<file path="src/rtl/instr_encoder_if.sv">
// Request/write-side signal bundle for instr_encoder.
// The master modport drives encode requests; the slave modport is the encoder itself.
interface instr_encoder_if;
    logic        start_i;
    logic [31:0] base_addr_i;
    logic        stop_i;
    logic        req_valid_i;
    logic        req_ready_o;
    logic [3:0]  req_kind_i;
    logic [4:0]  rs_i;
    logic [4:0]  rt_i;
    logic [4:0]  rd_i;
    logic [15:0] imm_i;
    logic        mem_busy_i;
    logic        wr_en_o;
    logic [31:0] wr_addr_o;
    logic [31:0] wr_data_o;
    logic        err_o;
    logic        done_o;
    logic [15:0] count_o;

    modport master (
        output start_i, base_addr_i, stop_i, req_valid_i, req_kind_i,
               rs_i, rt_i, rd_i, imm_i, mem_busy_i,
        input  req_ready_o, wr_en_o, wr_addr_o, wr_data_o, err_o, done_o, count_o
    );

    modport slave (
        input  start_i, base_addr_i, stop_i, req_valid_i, req_kind_i,
               rs_i, rt_i, rd_i, imm_i, mem_busy_i,
        output req_ready_o, wr_en_o, wr_addr_o, wr_data_o, err_o, done_o, count_o
    );
endinterface

</file>
<file path="src/rtl/instr_encoder.sv">
// Encodes R/I-type requests into MIPS-style words, buffers them in a 4-entry FIFO and writes them
// to instruction memory. Define ENC_NOP_PAD_EN to follow every branch with a delay-slot NOP.
module instr_encoder (
    input  logic           clk_i,
    input  logic           rst_i,
    instr_encoder_if.slave bus
);
    typedef enum logic [1:0] {IDLE, RUN, DRAIN} state_t;

`ifdef ENC_NOP_PAD_EN
    localparam logic [2:0] ReadyLimit = 3'd2;
`else
    localparam logic [2:0] ReadyLimit = 3'd3;
`endif

    state_t      state;
    state_t      state_next;
    logic [31:0] fifo_mem [4];
    logic [1:0]  rd_ptr;
    logic [1:0]  wr_ptr;
    logic [2:0]  occupancy;
    logic [31:0] addr;
    logic [15:0] count;
    logic        err_q;
    logic        done;

    logic [31:0] word;
    logic        legal;
    logic        ready;
    logic        accept;
    logic        push;
    logic        pad;
    logic        pop;
    logic [1:0]  push_words;

    always_comb begin
        word  = '0;
        legal = 1'b1;
        case (bus.req_kind_i)
            4'd0:    word = {6'b000000, bus.rs_i, bus.rt_i, bus.rd_i, 5'd0, 6'b100000};
            4'd1:    word = {6'b000000, bus.rs_i, bus.rt_i, bus.rd_i, 5'd0, 6'b100010};
            4'd2:    word = {6'b000000, bus.rs_i, bus.rt_i, bus.rd_i, 5'd0, 6'b100100};
            4'd3:    word = {6'b000000, bus.rs_i, bus.rt_i, bus.rd_i, 5'd0, 6'b100101};
            4'd4:    word = {6'b000000, bus.rs_i, bus.rt_i, bus.rd_i, 5'd0, 6'b101010};
            4'd5:    word = {6'b001000, bus.rs_i, bus.rt_i, bus.imm_i};
            4'd6:    word = {6'b001010, bus.rs_i, bus.rt_i, bus.imm_i};
            4'd7:    word = {6'b000100, bus.rs_i, bus.rt_i, bus.imm_i};
            4'd8:    word = {6'b000101, bus.rs_i, bus.rt_i, bus.imm_i};
            4'd9:    word = {6'b000001, bus.rs_i, bus.rt_i, bus.imm_i};
            4'd10:   word = {6'b000111, bus.rs_i, bus.rt_i, bus.imm_i};
            4'd11:   word = {6'b100011, bus.rs_i, bus.rt_i, bus.imm_i};
            4'd12:   word = {6'b101011, bus.rs_i, bus.rt_i, bus.imm_i};
            default: legal = 1'b0;
        endcase
    end

    // Illegal kinds still complete the handshake; they just never reach the FIFO.
    assign ready  = (state == RUN) && (occupancy <= ReadyLimit);
    assign accept = bus.req_valid_i && ready;
    assign push   = accept && legal;
`ifdef ENC_NOP_PAD_EN
    assign pad    = push && (bus.req_kind_i >= 4'd7) && (bus.req_kind_i <= 4'd10);
`else
    assign pad    = 1'b0;
`endif
    assign push_words = {1'b0, push} + {1'b0, pad};
    assign pop        = (state != IDLE) && (occupancy != 3'd0) && !bus.mem_busy_i;

    // A start in any state restarts the run; DRAIN ends in the cycle its last word leaves.
    always_comb begin
        state_next = state;
        done       = 1'b0;
        case (state)
            IDLE: begin
                if (bus.start_i) state_next = RUN;
            end
            RUN: begin
                if (!bus.start_i && bus.stop_i) state_next = DRAIN;
            end
            DRAIN: begin
                if (bus.start_i) begin
                    state_next = RUN;
                end else if (occupancy == 3'd0 || (occupancy == 3'd1 && pop)) begin
                    state_next = IDLE;
                    done       = 1'b1;
                end
            end
            default: state_next = IDLE;
        endcase
    end

    always_ff @(posedge clk_i) begin
        if (push) fifo_mem[wr_ptr] <= word;
        if (pad)  fifo_mem[wr_ptr + 2'd1] <= '0;
    end

    always_ff @(posedge clk_i) begin
        if (rst_i) begin
            state     <= IDLE;
            rd_ptr    <= '0;
            wr_ptr    <= '0;
            occupancy <= '0;
            addr      <= '0;
            count     <= '0;
            err_q     <= 1'b0;
        end else begin
            state <= state_next;
            err_q <= accept && !legal;
            if (bus.start_i) begin
                rd_ptr    <= '0;
                wr_ptr    <= '0;
                occupancy <= '0;
                addr      <= bus.base_addr_i;
                count     <= '0;
            end else begin
                wr_ptr    <= wr_ptr + push_words;
                occupancy <= occupancy + {1'b0, push_words} - {2'b00, pop};
                if (pop) begin
                    rd_ptr <= rd_ptr + 2'd1;
                    addr   <= addr + 32'd4;
                    count  <= count + 16'd1;
                end
            end
        end
    end

    assign bus.req_ready_o = ready;
    assign bus.wr_en_o     = pop;
    assign bus.wr_addr_o   = addr;
    assign bus.wr_data_o   = fifo_mem[rd_ptr];
    assign bus.err_o       = err_q;
    assign bus.done_o      = done;
    assign bus.count_o     = count;
endmodule
</file>
<file path="src/flat_wrapper.sv">
// flat-port wrapper written by rule: the top's interface ports become plain ports
module instr_encoder_flat 
  (clk_i, rst_i, bus_start_i, bus_base_addr_i, bus_stop_i, bus_req_valid_i, bus_req_kind_i, bus_rs_i, bus_rt_i, bus_rd_i, bus_imm_i, bus_mem_busy_i, bus_req_ready_o, bus_wr_en_o, bus_wr_addr_o, bus_wr_data_o, bus_err_o, bus_done_o, bus_count_o);
  instr_encoder_if bus_i ();
  input  logic clk_i;
  input  logic rst_i;
  input wire logic [$bits(bus_i.start_i)-1:0] bus_start_i;
  input wire logic [$bits(bus_i.base_addr_i)-1:0] bus_base_addr_i;
  input wire logic [$bits(bus_i.stop_i)-1:0] bus_stop_i;
  input wire logic [$bits(bus_i.req_valid_i)-1:0] bus_req_valid_i;
  input wire logic [$bits(bus_i.req_kind_i)-1:0] bus_req_kind_i;
  input wire logic [$bits(bus_i.rs_i)-1:0] bus_rs_i;
  input wire logic [$bits(bus_i.rt_i)-1:0] bus_rt_i;
  input wire logic [$bits(bus_i.rd_i)-1:0] bus_rd_i;
  input wire logic [$bits(bus_i.imm_i)-1:0] bus_imm_i;
  input wire logic [$bits(bus_i.mem_busy_i)-1:0] bus_mem_busy_i;
  output wire logic [$bits(bus_i.req_ready_o)-1:0] bus_req_ready_o;
  output wire logic [$bits(bus_i.wr_en_o)-1:0] bus_wr_en_o;
  output wire logic [$bits(bus_i.wr_addr_o)-1:0] bus_wr_addr_o;
  output wire logic [$bits(bus_i.wr_data_o)-1:0] bus_wr_data_o;
  output wire logic [$bits(bus_i.err_o)-1:0] bus_err_o;
  output wire logic [$bits(bus_i.done_o)-1:0] bus_done_o;
  output wire logic [$bits(bus_i.count_o)-1:0] bus_count_o;
  assign bus_i.start_i = bus_start_i;
  assign bus_i.base_addr_i = bus_base_addr_i;
  assign bus_i.stop_i = bus_stop_i;
  assign bus_i.req_valid_i = bus_req_valid_i;
  assign bus_i.req_kind_i = bus_req_kind_i;
  assign bus_i.rs_i = bus_rs_i;
  assign bus_i.rt_i = bus_rt_i;
  assign bus_i.rd_i = bus_rd_i;
  assign bus_i.imm_i = bus_imm_i;
  assign bus_i.mem_busy_i = bus_mem_busy_i;
  assign bus_req_ready_o = bus_i.req_ready_o;
  assign bus_wr_en_o = bus_i.wr_en_o;
  assign bus_wr_addr_o = bus_i.wr_addr_o;
  assign bus_wr_data_o = bus_i.wr_data_o;
  assign bus_err_o = bus_i.err_o;
  assign bus_done_o = bus_i.done_o;
  assign bus_count_o = bus_i.count_o;
  instr_encoder u_core (.clk_i(clk_i), .rst_i(rst_i), .bus(bus_i));
endmodule
</file>
<file path="config.mk">
export PLATFORM = sky130hd
export DESIGN_NAME = instr_encoder_flat
export DESIGN_NICKNAME = d
export VERILOG_FILES = /design/src/rtl/instr_encoder_if.sv /design/src/rtl/instr_encoder.sv /design/src/flat_wrapper.sv
export SDC_FILE = /design/constraint.sdc
export NUM_CORES = 1
export LEC_CHECK = 0
export CAP_MARGIN = 20
export CORE_ASPECT_RATIO = 1.4
export CORE_MARGIN = 10
export CORE_UTILIZATION = 47
export DETAILED_ROUTE_END_ITERATION = 12
export PLACE_DENSITY = 0.83
export SLEW_MARGIN = 20
export SYNTH_ARGS = -nofsm -noshare
export SYNTH_HDL_FRONTEND = slang
export SYNTH_SLANG_ARGS = --single-unit
</file>
<file path="constraint.sdc">
create_clock -name clk_i -period 4.7 [get_ports clk_i]
set_input_delay 0.94 -clock clk_i [delete_from_list [all_inputs] [get_ports clk_i]]
set_output_delay 0.94 -clock clk_i [all_outputs]
set_load 0.05 [all_outputs]
</file>
======== Word-level counts from Yosys, hierarchy flattened ========
Memory sizes are Yosys's and may differ from the RTL's. A register that Yosys moved wholly into a read port is not among the register bits.
Index checks and enable logic that the tools add are counted.
Widths: inputs -> output; s select.
storage, ports and cells
  flip-flop bits (word level) ............. 58
  RAM bits ................................ 128
  bits of input ports ..................... 73
  output and inout bits ................... 84
  word-level logic and storage cells ...... 70
  memories ................................ 1
operators by class
  add/subtract/negate cells ............... 6
  order comparisons ....................... 1
  eq/ne operators ......................... 18
  muxes and demuxes ....................... 16
  reduce and logical (&&, ||, !) cells .... 21
memories
  memory           words  bits a word  rd ports  clocked after Yosys merged registers in  wr ports  line                 text
  u_core.fifo_mem  4      32           1         1                                        1         instr_encoder.sv:18  logic [31:0] fifo_mem [4];
operators by type and width
  cell                   number
  $pmux 32 s13           1
  $mux 32                2
  $add 32x3->32 const B  1
  $eq 4x4->1 const B     5
  $add 16x1->16 const B  1
  $eq 4x3->1 const B     4
  $reduce_or 13->1       1
  $mux 2                 6
  $eq 4x2->1 const B     2
  $logic_and 1x1->1      8
  $mux 1                 6
  $pmux 2 s3             1
  $eq 4x1->1 const B     1
  $logic_not 4->1        1
  $ne 2x2->1 const B     2
  $reduce_bool 2->1      2
  $add 3x1->3            1
  $eq 3x1->1 const B     1
  $le 3x2->1 const B     1
  $logic_not 1->1        3
  $logic_not 3->1        1
  $ne 3x2->1 const B     1
  $reduce_and 3->1       1
  $reduce_bool 3->1      1
  other kinds (8)        8

======== Longest topological paths before layout ========
  word-level depth ........................ 8
  depth in mapped cells ................... 10
  gate-level depth less buffers ........... 10

======== Least setup slack after synthesis ========
No wires, ideal clock.
  path type ............................... input to register
  start ................................... in bus_req_kind_i[1]
  end ..................................... mem u_core.fifo_mem[0][0] (enable)
  library setup time ...................... 464 ps
  arrival ................................. 3988 ps
  required time ........................... 4236 ps
  path slack .............................. 248 ps
  stages on the path ...................... 5
  buffers on the path ..................... 1
  path through ............................ clkbuf_1 > o21a_1 > nand2_1 > and3_1 > nor3b_1
on the way
  cells in the longest elaborated chain, start to end .. 6
  elaborated cells on any way between the ends .. 18
  those cells by class .................... 12 x eq/ne; 3 x mux; 3 x reduce/logical
RTL lines
  what                                      line                 text
  start, declared                           flat_wrapper.sv:11   input wire logic [$bits(bus_i.req_kind_i)-1:0] bus_req_kind_i;
  $eq 4x1->1, or another cell as far along  instr_encoder.sv:39  case (bus.req_kind_i)
  $reduce_or 13->1 (no source line) (*)     -
  $mux 1 (*)                                instr_encoder.sv:39
  $logic_and 1x1->1 (*)                     instr_encoder.sv:60  assign push = accept && legal;
  $mux 1 (*)                                instr_encoder.sv:93  if (push) fifo_mem[wr_ptr] <= word;
  $mux 1 (not written as such) (*)          instr_encoder.sv:93
  end, declared                             instr_encoder.sv:18
Mark *: on every way between the ends. The rest lies on a longest branch, timed or not.

======== Worst setup path after layout ========
  start ................................... in bus_mem_busy_i
  end ..................................... out bus_done_o
on the way
  cells in the longest elaborated chain, start to end .. 7
RTL lines
  what               line                 text
  start, declared    flat_wrapper.sv:16   input wire logic [$bits(bus_i.mem_busy_i)-1:0] bus_mem_busy_i;
  $logic_not 1->1    instr_encoder.sv:67  assign pop = (state != IDLE) && (occupancy != 3'd0) && !bus.mem_busy_i;
  $logic_and 1x1->1  instr_encoder.sv:67
  $logic_and 1x1->1  instr_encoder.sv:83  end else if (occupancy == 3'd0 || (occupancy == 3'd1 && pop)) begin
  $logic_or 1x1->1   instr_encoder.sv:83
  $mux 1             instr_encoder.sv:83
  $mux 1             instr_encoder.sv:81  if (bus.start_i) begin
  $mux 1             instr_encoder.sv:73  case (state)
  end, declared      flat_wrapper.sv:22   output wire logic [$bits(bus_i.done_o)-1:0] bus_done_o;
No other way between the ends.

==> metrics.json <==
{
  "syn-cell-area": {"value": 8200, "unit": "µm²"},
  "drc": {"value": 0},
  "critical_path.n_buffers_inverters": {"value": 2},
  "initial_antenna_violation_count": {"value": 1},
  "leakagePower": {"value": 0.003519, "unit": "µW"},
  "initial_core_utilization": {"value": 47.51, "unit": "%"},
  "synth.distinct_cells": {"value": 64},
  "htree_levels": {"value": 4},
  "synth_flop_cell": {"value": "edfxtp_1"},
  "synthesis.area_per_instance": {"value": 12.93, "unit": "µm²"},
  "initialDrtViolationCount": {"value": 411},
  "slew-limit-headroom": {"value": 40.74, "unit": "%"},
  "die_h": {"value": 176.3, "unit": "µm"},
  "endpoint_kind": {"value": "primary output"},
  "path_class": {"value": "primary input to primary output"},
  "synth.ff_latch_count": {"value": 184},
  "finalWirelength": {"value": 20070, "unit": "µm"},
  "post_layout_instance_area": {"value": 10540, "unit": "µm²"},
  "globalRouteOverflowTotal": {"value": 0},
  "syn_inst": {"value": 634},
  "cellInternalPower": {"value": 2624, "unit": "µW"},
  "critical_path_arrival": {"value": 2.85, "unit": "ns"},
  "pwr-share-clk": {"value": 38.0, "unit": "%"},
  "numPortBuffers": {"value": 155},
  "clock_tree.buffer_depth": {"value": 2},
  "cts_hold_repair.buffers": {"value": 0},
  "path_delay_family": {"value": "buffers and inverters"},
  "gp_routability_congestion": {"value": 0.8794},
  "drv.max_cap_violation_count": {"value": 0},
  "fin_tns_setup": {"value": 0, "unit": "ns"},
  "num_vias": {"value": 5816},
  "post_cts_resize_count": {"value": 0},
  "asyncSetResetFlopFracSynth": {"value": 0, "unit": "%"},
  "core-area": {"value": 17260, "unit": "µm²"},
  "run_status": {"value": "finished, final reports clean"},
  "instance_count_on_the_critical_path": {"value": 5},
  "grt_max_degree": {"value": 32},
  "grt_usage": {"value": 17.36, "unit": "%"},
  "detail_route.first_pass.iterations": {"value": 5},
  "power_density": {"value": 335.8, "unit": "nW/µm²"},
  "rsz0062_at_grt": {"value": "no"},
  "die_outline_area": {"value": 23210, "unit": "µm²"},
  "timing.critical_path.mode_cell": {"value": "clkdlybuf4s50_1"},
  "share_seq_of_total_power": {"value": 50.9, "unit": "%"},
  "worst_hold_path_type": {"value": "flop to flop"},
  "path_depth_of_the_worst_reg2reg_path": {"value": 10},
  "worst-slew-pin-transition": {"value": 0.8879, "unit": "ns"},
  "postPlaceCellArea": {"value": 9976, "unit": "µm²"},
  "maximum_vdd_drop": {"value": 0.1806, "unit": "mV"},
  "cp_data_required_time": {"value": 3.76, "unit": "ns"},
  "crit_path_top_delay_cell": {"value": "clkdlybuf4s50_1"},
  "num_io_pins": {"value": 157},
  "clk_root_buffer_cell": {"value": "clkbuf_16"},
  "first_global_vias": {"value": 6033},
  "hold_viol": {"value": 0},
  "wire_length_of_the_first_global_routing_pass": {"value": 32350, "unit": "µm"},
  "critical_path.max_stage_delay": {"value": 0.87, "unit": "ns"},
  "hold_path_depth": {"value": 2},
  "antennaDiodeCount": {"value": 0},
  "place.detailed.hpwl": {"value": 13900, "unit": "µm"},
  "numClockSinks": {"value": 184},
  "tritoncts": {"value": "done"},
  "fin_skew": {"value": 0.01108, "unit": "ns"},
  "syn2layout_area_growth": {"value": 28.52, "unit": "%"},
  "final_max_slew_viol_count": {"value": 0},
  "max_fo_critical_path": {"value": 2},
  "ys_warn_count": {"value": 0},
  "max_freq": {"value": 264.1, "unit": "MHz"},
  "final_layout_size_suffix_gt1_share": {"value": 12.03, "unit": "%"},
  "synth_enable_flop_cells": {"value": 124},
  "switching_share": {"value": 25.84, "unit": "%"},
  "fp-row-count": {"value": 57},
  "drt.antenna.violating_nets": {"value": 0},
  "die_x": {"value": 131.6, "unit": "µm"},
  "finish.net_count": {"value": 865},
  "synth_nets": {"value": 714},
  "comb_power_share": {"value": 11.2, "unit": "%"},
  "cp-start-kind": {"value": "primary input"},
  "clock_latency": {"value": 0.43, "unit": "ns"},
  "tritoncts.num_buffers": {"value": 17},
  "seq_area_frac_synth": {"value": 60.05, "unit": "%"},
  "cts.reportedPaths.clkPinSlew": {"value": 0.08, "unit": "ns"},
  "post-cts-setup-buffer-count": {"value": 0},
  "period_needed": {"value": 3.787, "unit": "ns"},
  "final.period_utilization": {"value": 80.57, "unit": "%"},
  "vias_per_cell": {"value": 5.625},
  "reg_to_reg_slack_setup": {"value": 2.10, "unit": "ns"},
  "routedWlPerCell": {"value": 19.41, "unit": "µm"},
  "crit_chain": {"value": "clkdlybuf4s50_1 > o21ba_2 > o21ai_0 > nor4b_1 > clkdlybuf4s50_1"},
  "setup_viol": {"value": 0},
  "switching_power": {"value": 914.6, "unit": "µW"}
}
## power groups by stage
stage | Combinational (µW) | Clock (µW) | Sequential (µW)
after floorplan | 169 | 0 | 1890
after global placement | 388 | 0 | 1830
after detailed placement | 394 | 0 | 1830
after CTS | 397 | 1370 | 1800
after global routing | 422 | 1440 | 1800
final | 395 | 1340 | 1800
## cells in the final DEF, fill, tap and decap left out, types with 10 or more instances in the layout
| master | instances |
|---|---|
| nor3_1 | 10 |
| mux4_2 | 31 |
| dfxtp_1 | 59 |
| nor2_1 | 45 |
| xnor2_1 | 11 |
| inv_1 | 18 |
| nand4_1 | 14 |
| o21ai_0 | 32 |
| buf_4 | 14 |
| nand2_1 | 33 |
| clkdlybuf4s50_1 | 155 |
| nand3_1 | 25 |
| edfxtp_1 | 124 |
| and3_1 | 13 |
| a21oi_1 | 24 |
| clkbuf_16 | 17 |
| and2_1 | 18 |
| a211oi_1 | 10 |
| or3_1 | 10 |
## state kept, by name, indices dropped and copies added (netlist names), named ones only
| name | count |
|---|---|
| u_core.fifo_mem | 124 |
| u_core.state | 2 |
| u_core.occupancy | 3 |
| u_core.bus.err_o | 1 |
| u_core.wr_ptr | 2 |
| u_core.bus.wr_addr_o | 32 |
| u_core.bus.count_o | 16 |
| u_core.rd_ptr | 2 |
## logic make-up after synthesis
group	Yosys count	share of synthesized area, %
other cells	1	0.04573
buf+inv	55	3.051
mux	41	9.750
xor+xnor	20	2.136
fa+ha+maj	7	1.160
compound gates	108	9.033
simple gates	218	14.77
flops	184	60.05
## area by class of cell
class | instances | area [µm²]
multi-input cells | 395 | 3034
clock buffers | 18 | 429.2
inverters | 18 | 67.56
clock inverters | 14 | 130.1
repair buffers | 169 | 1657
flip-flops and latches | 184 | 4926
fillers | 1371 | 6720
well taps | 236 | 295.3
## path summary, 6_finish.rpt
check	startpoint	endpoint
worst max register to register	u_core.state[0]	u_core.occupancy[2]
worst max-delay path	bus_mem_busy_i	bus_done_o
worst min register to register	u_core.bus.wr_addr_o[0]	u_core.bus.wr_addr_o[0]
worst min-delay path	u_core.bus.wr_addr_o[0]	u_core.bus.wr_addr_o[0]
## worst min-delay path, cell delays in order, from the launching register on
cell     delay (ns)
dfxtp_1        0.33
mux2i_1        0.07
nor2_1         0.07
## metal layers
layer,routed length [µm],share of wire (%),up-vias,track usage (%)
met5,13,0.065,-,0
met4,384,1.9,2,5.948
met3,1602,8.0,35,6.143
met2,10320,51,249,30.13
met1,7740,39,2792,19.47
li1,-,-,2738,-
## cells in the mapped netlist (2+ instances only)
master / count / area (µm²)
o31a_1: 2 / 17.52
nand4_1: 14 / 87.58
nor2b_1: 9 / 56.30
and2_1: 18 / 112.6
a221oi_1: 3 / 26.28
nor4_2: 2 / 25.02
ha_1: 6 / 75.07
mux4_2: 31 / 698.2
nand3_1: 25 / 125.1
nor3_1: 10 / 50.05
a211oi_1: 10 / 75.07
nand2_1: 33 / 123.9
buf_1: 4 / 15.01
xor2_1: 9 / 78.83
nor3b_1: 2 / 15.01
mux2i_1: 9 / 90.09
and3b_1: 2 / 17.52
or4_1: 2 / 15.01
nand3b_1: 6 / 45.04
a221oi_2: 2 / 30.03
a2111oi_2: 3 / 45.04
nor4_1: 6 / 37.54
or3_1: 10 / 62.56
and4_1: 8 / 70.07
buf_2: 8 / 40.04
a21oi_1: 24 / 120.1
clkbuf_1: 20 / 75.07
xnor2_1: 11 / 96.34
inv_1: 18 / 67.56
o31ai_1: 3 / 22.52
nor2_1: 45 / 168.9
and3_1: 13 / 81.33
dfxtp_1: 60 / 1201
a311oi_1: 7 / 61.31
edfxtp_1: 124 / 3724
o211ai_1: 3 / 22.52
nor4b_1: 2 / 17.52
nand2b_1: 2 / 12.51
buf_6: 4 / 45.04
o21ai_0: 33 / 165.2
a211o_1: 5 / 43.79
nand4_2: 3 / 37.54
o311ai_0: 2 / 17.52
## through the flow
| step | hold slack, ns | std cells | worst slack, ns | total power (µW) | utilization (%) |
|---|---|---|---|---|---|
| after floorplan | 0.4847 | 634 | 0.2479 | 2061 | - |
| after global placement | 0.4666 | 1002 | 0.9472 | 2221 | 57.80 |
| after detailed placement | 0.4859 | 1002 | 0.9182 | 2229 | 57.80 |
| after CTS | 0.5030 | 1034 | 0.9140 | 3569 | 61.04 |
| after global routing | 0.5279 | 1034 | 0.8335 | 3668 | 61.06 |
| final | 0.4958 | 1034 | 0.9130 | 3539 | 61.06 |
Note: power is estimated with default switching activity, not from simulation.
